File: src/rtl/stream_arb_pkg.sv
// Shared types and constants for the round-robin stream arbiter.
package stream_arb_pkg;

    typedef enum logic {
        ARB_IDLE = 1'b0,
        ARB_BUSY = 1'b1
    } arb_state_t;

    localparam int PKT_CNT_W = 16;

    // Index after v in a ring of n entries.
    function automatic int wrap_inc(input int v, input int n);
        return (v + 1 >= n) ? 0 : v + 1;
    endfunction

endpackage

File: src/rtl/stream_rr_pick.sv
// Rotating-priority encoder: first asserted request at or after ptr,
// scanning upward and wrapping modulo N_REQ. Purely combinational.
module stream_rr_pick
    import stream_arb_pkg::*;
#(
    parameter int N_REQ = 4,
    parameter int SRC_W = 2
) (
    input  logic [N_REQ-1:0] req,
    input  logic [SRC_W-1:0] ptr,
    output logic             any,
    output logic [SRC_W-1:0] idx
);

    logic [2*N_REQ-1:0] req_dbl;
    logic [N_REQ-1:0]   req_rot;

    // Rotate so that bit 0 of req_rot is the request at ptr.
    assign req_dbl = {req, req};
    assign req_rot = N_REQ'(req_dbl >> ptr);

    // Lowest rotated position wins; map it back to an absolute index.
    always_comb begin
        int sum;
        sum = 0;
        any = |req_rot;
        for (int k = N_REQ - 1; k >= 0; k--) begin
            if (req_rot[k]) begin
                sum = k;
            end
        end
        sum = sum + int'(ptr);
        if (sum >= N_REQ) begin
            sum = sum - N_REQ;
        end
        idx = SRC_W'(sum);
    end

endmodule

File: src/rtl/stream_rr_arbiter.sv
// Round-robin arbiter sharing one valid/ready byte stream among N_REQ
// requesters. A grant is locked from first beat to the beat flagged last;
// the output passes through a single register stage.
//
// state    | meaning
// ---------+-----------------------------------------------------------
// ARB_IDLE | no grant; pick next requester cyclically from ptr
// ARB_BUSY | grant_q owns the output until its last beat is accepted
module stream_rr_arbiter
    import stream_arb_pkg::*;
#(
    parameter int N_REQ  = 4,
    parameter int DATA_W = 8,
    parameter int SRC_W  = 2
) (
    input  logic                    clk,
    input  logic                    reset,
    input  logic [N_REQ-1:0]        in_valid,
    output logic [N_REQ-1:0]        in_ready,
    input  logic [N_REQ*DATA_W-1:0] in_data,
    input  logic [N_REQ-1:0]        in_last,
    output logic                    out_valid,
    input  logic                    out_ready,
    output logic [DATA_W-1:0]       out_data,
    output logic                    out_last,
    output logic [SRC_W-1:0]        out_src,
    output logic                    busy,
    output logic [PKT_CNT_W-1:0]    pkt_count
);

    arb_state_t           state_q, state_d;
    logic [SRC_W-1:0]     grant_q, grant_d;
    logic [SRC_W-1:0]     ptr_q, ptr_d;
    logic                 out_valid_q;
    logic [DATA_W-1:0]    out_data_q;
    logic                 out_last_q;
    logic [SRC_W-1:0]     out_src_q;
    logic [PKT_CNT_W-1:0] pkt_count_q;

    logic                 can_load;
    logic                 accept;
    logic                 pkt_done;
    logic                 pick_any;
    logic [SRC_W-1:0]     pick_idx;
    logic [DATA_W-1:0]    in_beat [N_REQ];

    for (genvar i = 0; i < N_REQ; i++) begin : g_split
        assign in_beat[i] = in_data[i*DATA_W +: DATA_W];
    end

    stream_rr_pick #(
        .N_REQ (N_REQ),
        .SRC_W (SRC_W)
    ) u_pick (
        .req (in_valid),
        .ptr (ptr_q),
        .any (pick_any),
        .idx (pick_idx)
    );

    // The output register can take a new beat when empty or draining now.
    assign can_load = !out_valid_q || out_ready;

    // Next-state, grant/pointer update and per-requester ready.
    always_comb begin
        state_d  = state_q;
        grant_d  = grant_q;
        ptr_d    = ptr_q;
        in_ready = '0;
        accept   = 1'b0;
        pkt_done = 1'b0;
        case (state_q)
            ARB_IDLE: begin
                if (pick_any) begin
                    grant_d = pick_idx;
                    state_d = ARB_BUSY;
                end
            end
            ARB_BUSY: begin
                in_ready[grant_q] = can_load;
                accept            = in_valid[grant_q] && can_load;
                if (accept && in_last[grant_q]) begin
                    state_d  = ARB_IDLE;
                    ptr_d    = SRC_W'(wrap_inc(int'(grant_q), N_REQ));
                    pkt_done = 1'b1;
                end
            end
            default: state_d = ARB_IDLE;
        endcase
    end

    // State, grant and round-robin pointer registers.
    always_ff @(posedge clk or posedge reset) begin
        if (reset) begin
            state_q <= ARB_IDLE;
            grant_q <= '0;
            ptr_q   <= '0;
        end else begin
            state_q <= state_d;
            grant_q <= grant_d;
            ptr_q   <= ptr_d;
        end
    end

    // Output stage: load on accept, clear valid on a drain without reload.
    always_ff @(posedge clk or posedge reset) begin
        if (reset) begin
            out_valid_q <= 1'b0;
            out_data_q  <= '0;
            out_last_q  <= 1'b0;
            out_src_q   <= '0;
        end else if (accept) begin
            out_valid_q <= 1'b1;
            out_data_q  <= in_beat[grant_q];
            out_last_q  <= in_last[grant_q];
            out_src_q   <= grant_q;
        end else if (out_valid_q && out_ready) begin
            out_valid_q <= 1'b0;
        end
    end

    // Completed-packet counter, wraps naturally at its width.
    always_ff @(posedge clk or posedge reset) begin
        if (reset) begin
            pkt_count_q <= '0;
        end else if (pkt_done) begin
            pkt_count_q <= pkt_count_q + 1'b1;
        end
    end

    assign out_valid = out_valid_q;
    assign out_data  = out_data_q;
    assign out_last  = out_last_q;
    assign out_src   = out_src_q;
    assign busy      = (state_q == ARB_BUSY);
    assign pkt_count = pkt_count_q;

endmodule

File: config.mk
export PLATFORM = sky130hd
export DESIGN_NAME = stream_rr_arbiter
export DESIGN_NICKNAME = d
export VERILOG_FILES = /design/src/rtl/stream_arb_pkg.sv /design/src/rtl/stream_rr_pick.sv /design/src/rtl/stream_rr_arbiter.sv
export SDC_FILE = /design/constraint.sdc
export NUM_CORES = 1
export LEC_CHECK = 0
export BUFFER_PORTS_ARGS = -buffer_cell sky130_fd_sc_hd__buf_2
export CORE_ASPECT_RATIO = 1.4
export CORE_MARGIN = 5
export CORE_UTILIZATION = 30
export DETAILED_ROUTE_END_ITERATION = 10
export GPL_TIMING_DRIVEN = 0
export PLACE_DENSITY = 0.62
export RECOVER_POWER = 100
export SYNTH_ARGS = -nofsm -noshare
export SYNTH_HDL_FRONTEND = slang
export SYNTH_SLANG_ARGS = --single-unit
File: constraint.sdc
create_clock -name clk -period 2.25 [get_ports clk]
set_input_delay 0.225 -clock clk [delete_from_list [all_inputs] [get_ports clk]]
set_output_delay 0.225 -clock clk [all_outputs]
set_load 0.005 [all_outputs]
==> out/qor.csv <==
stage;metric;value;unit
run_status;outcome;finished, final reports clean;
detailed_routing;DRC Markers;0;
global_routing;GRT overflow;0;
clock_tree;clk buf depth;2;
detailed_routing;Post-Route M1 WL;1870;um
finish;design area;2420;um2
placed_design;routability cong.;0.771;
logic_synthesis;cells after synthesis;162;
logic_synthesis;number of enable flip-flop cells after synthesis;0;
detailed_routing;initial DRC count;78;
detailed_routing;average wire per standard cell;14.5;um
finish;Syn-to-layout area delta;29.1;%
logic_synthesis;Post-Syn Area per Cell;11.6;um2
critical_path;Reg2Reg Launch Point;grant_q[1]$_DFFE_PP0P_;
logic_synthesis;Yosys reg bits;33;
placed_design;Buffers on Ports;75;
sta;Peak Freq;482;MHz
global_routing;vias in the first global route;1542;
pwr;Pwr Density;1150;nW/um2
critical_path;critical path endpoint;out_data[1]$_DFFE_PP0P_;
logic_synthesis;library cells used by synthesis;31;
critical_path;Max FO, Critical Path;10;
floorplanning;# IOs;76;
sta;slew at the pin closest to its max-slew limit;1250;ps
critical_path;delay-heaviest family, CP;multiplexers;
job;number of max-cap violations;0;
logic_synthesis;Netlist Area Pre-Place;1870;um2
sta;Slew HR;16.3;%
clock_tree;htree depth;2;
sta;Slew Limit Fails;0;
floorplanning;Die X-Extent;76.8;um
clock_tree;Clk Latency, worst-skew pair;290;ps
finish;layout cells sized above 1;36.7;%
critical_path;crit path max-delay cell type;mux4_2;
clock_tree;Root Buffer;clkbuf_8;
placed_design;Placed Instance Area;2340;um2
critical_path;crit-path max cell delay;570;ps
worst_hold_path;Hold Crit Class;in -> async;
sta;RSZ-0062 raised after global routing;no;
sta;final setup vio count;0;
finish;commonest non-fill, non-tap cells in the layout;buf_2, dfrtp_1, clkbuf_1;
clock_tree;# Post-CTS Setup Buffers;0;
logic_synthesis;Ys Warns;0;
floorplanning;die height;103;um
critical_path;WP depth;4;
logic_synthesis;Primary FF master, synth;dfrtp_1;
floorplanning;initial core utilization;30.3;%
finish;Diodes inserted;0;
global_routing;antenna violations before repair;0;
logic_synthesis;top post-synthesis cells by area;dfrtp_1, mux4_2, mux2_2;
logic_synthesis;register area share after synthesis;44.1;%
global_routing;Overall Global Routing Usage;11.7;%
critical_path;crit-path cells;mux4_2, nand3_1, clkbuf_1, mux2_2;
critical_path;Critical path buffers and inverters;1;
finish;multi-input logic area;960;um2
critical_path;CP Capture Type;flip-flop;
floorplanning;row cnt;34;
detailed_routing;Top Metal Used;met4;
finish;# fillers;618;
detailed_routing;Post-Route WL;4580;um
logic_synthesis;ys async rst share;100;%
critical_path;R2R Path End;out_data[1]$_DFFE_PP0P_;
clock_tree;CTS Hold Bufs;0;
detailed_routing;DR vias;1577;
clock_tree;cts bufs inserted;5;
sta;final hold violation count;0;
sta;Final min period;2070;ps
floorplanning;die footprint;7940;um2
critical_path;startpoint types;flip-flop;
floorplanning;Core ar.;6170;um2
finish;Nets;293;
sta;Final Hold Slack;267;ps
sta;Clock Skew;7.40;ps
critical_path;reg-to-reg slack, setup;180;ps
clock_tree;CTS tree;built;
clock_tree;register clock-pin slew on the reported worst setup and hold paths;70;ps
global_routing;first-pass GRT wire length;7480;um
global_routing;largest net degree at the start of global routing;34;
detailed_routing;Met3 Wirelength;321;um
detailed_routing;met2 WL;2320;um
logic_synthesis;Post-Syn Nets;211;
finish;commonest non-fill, non-tap cell in the layout;buf_2;
pwr;worst vdd ir;367;uV
clock_tree;CTS resizes;0;
critical_path;Crit path required time;2420;ps
critical_path;cells on worst reg2reg path;4;
sta;setup tns final;0;ps
logic_synthesis;Yosys top cell area share;44.1;%
detailed_routing;vias per inst;4.97;
detailed_routing;TritonRoute pass-1 iters;4;
critical_path;WS Path Type;reg -> reg;
finish;register area;826;um2
pwr;Pleak;1.17;nW
critical_path;CP arrival;2240;ps
sta;Tcrit/Tclk final;92.2;%
clock_tree;clock sink count;33;
logic_synthesis;area leader, netlist;dfrtp_1;
placed_design;Detailed Place HPWL;3530;um
detailed_routing;Final ANT Viol Nets;0;
critical_path;Critical Path Source;grant_q[1]$_DFFE_PP0P_;
## per-layer routing
| layer | track usage [%] | up-vias |
|---|---|---|
| met1 | 14.0 | 774 |
| met2 | 20.0 | 53 |
| met3 | 3.12 | 4 |
| met4 | 4.85 | 0 |
| li1 | - | 746 |
| met5 | 0 | - |
## report_power, final
group          leakage [nW]  total [W]  switching, W  internal [W]
combinational         0.707    0.00125      0.000624      0.000629
clock                0.0574   0.000591      0.000230      0.000360
sequential            0.405   0.000949      0.000154      0.000795
total                  1.17    0.00279       0.00101       0.00178
## worst min-delay path by stage
| stage | start | to | slack (ps) | cells after the start |
|---|---|---|---|---|
| floorplan | reset | busy$_DFF_PP0_ | 350 | 1 |
| finish | reset | pkt_count[8]$_DFFE_PP0P_ | 270 | 2 |
| detailed placement | out_last$_DFFE_PP0P_ | out_last$_DFFE_PP0P_ | 460 | 2 |
| global placement | out_last$_DFFE_PP0P_ | out_last$_DFFE_PP0P_ | 450 | 2 |
| CTS | reset | pkt_count[8]$_DFFE_PP0P_ | 340 | 2 |
| global route | in_valid[1] | busy$_DFF_PP0_ | 390 | 4 |
## cells by family after synthesis
| logic type | count (synthesis) | share of synthesized area [%] |
|---|---|---|
| flops | 33 | 44.1 |
| compound gates | 12 | 4.01 |
| simple gates | 54 | 14.7 |
| mux | 24 | 20.9 |
| fa+ha+maj | 6 | 4.01 |
| xor+xnor | 17 | 7.95 |
| buf+inv | 16 | 4.28 |
## synth_stat cells, drive strengths merged (5+ instances only)
master  count
nand3       7
xor2       13
nand2      16
mux4       11
buf         7
inv         7
nor3        5
dfrtp      33
ha          6
nor2        8
nor4        7
mux2       11
## registers in the layout (all words and copies together), names as in the netlist
register and count:
out_valid 1, pkt_count 16, out_last 1, out_src 2, busy 1, ptr_q 2, out_data 8, grant_q 2
## per-stage QoR
stage | power (W) | util (%) | setup WS [ps] | std cells
after floorplan | 0.00184 | - | 455 | 162
after global placement | 0.00227 | 37.9 | 297 | 309
after detailed placement | 0.00230 | 37.9 | 283 | 309
after CTS | 0.00290 | 39.8 | 152 | 317
after global routing | 0.00302 | 39.2 | 59.3 | 317
final | 0.00279 | 39.2 | 175 | 317
## cell type report
class	count	share of cell area [%]
tap	72	3.73
multi-input combinational	113	39.7
sequential	33	34.2
timing repair buffer	75	14.5
clock inverter	2	1.55
inverter	7	1.09
buffer	9	1.86
clock buffer	6	3.42
## worst reg2reg max path, stage by stage, from the launching register on
cell and delay (ps):
dfrtp_1 420, mux4_2 570, nand3_1 140, clkbuf_1 440, mux2_2 400
No activity file was read; power rests on OpenSTA's default activity.
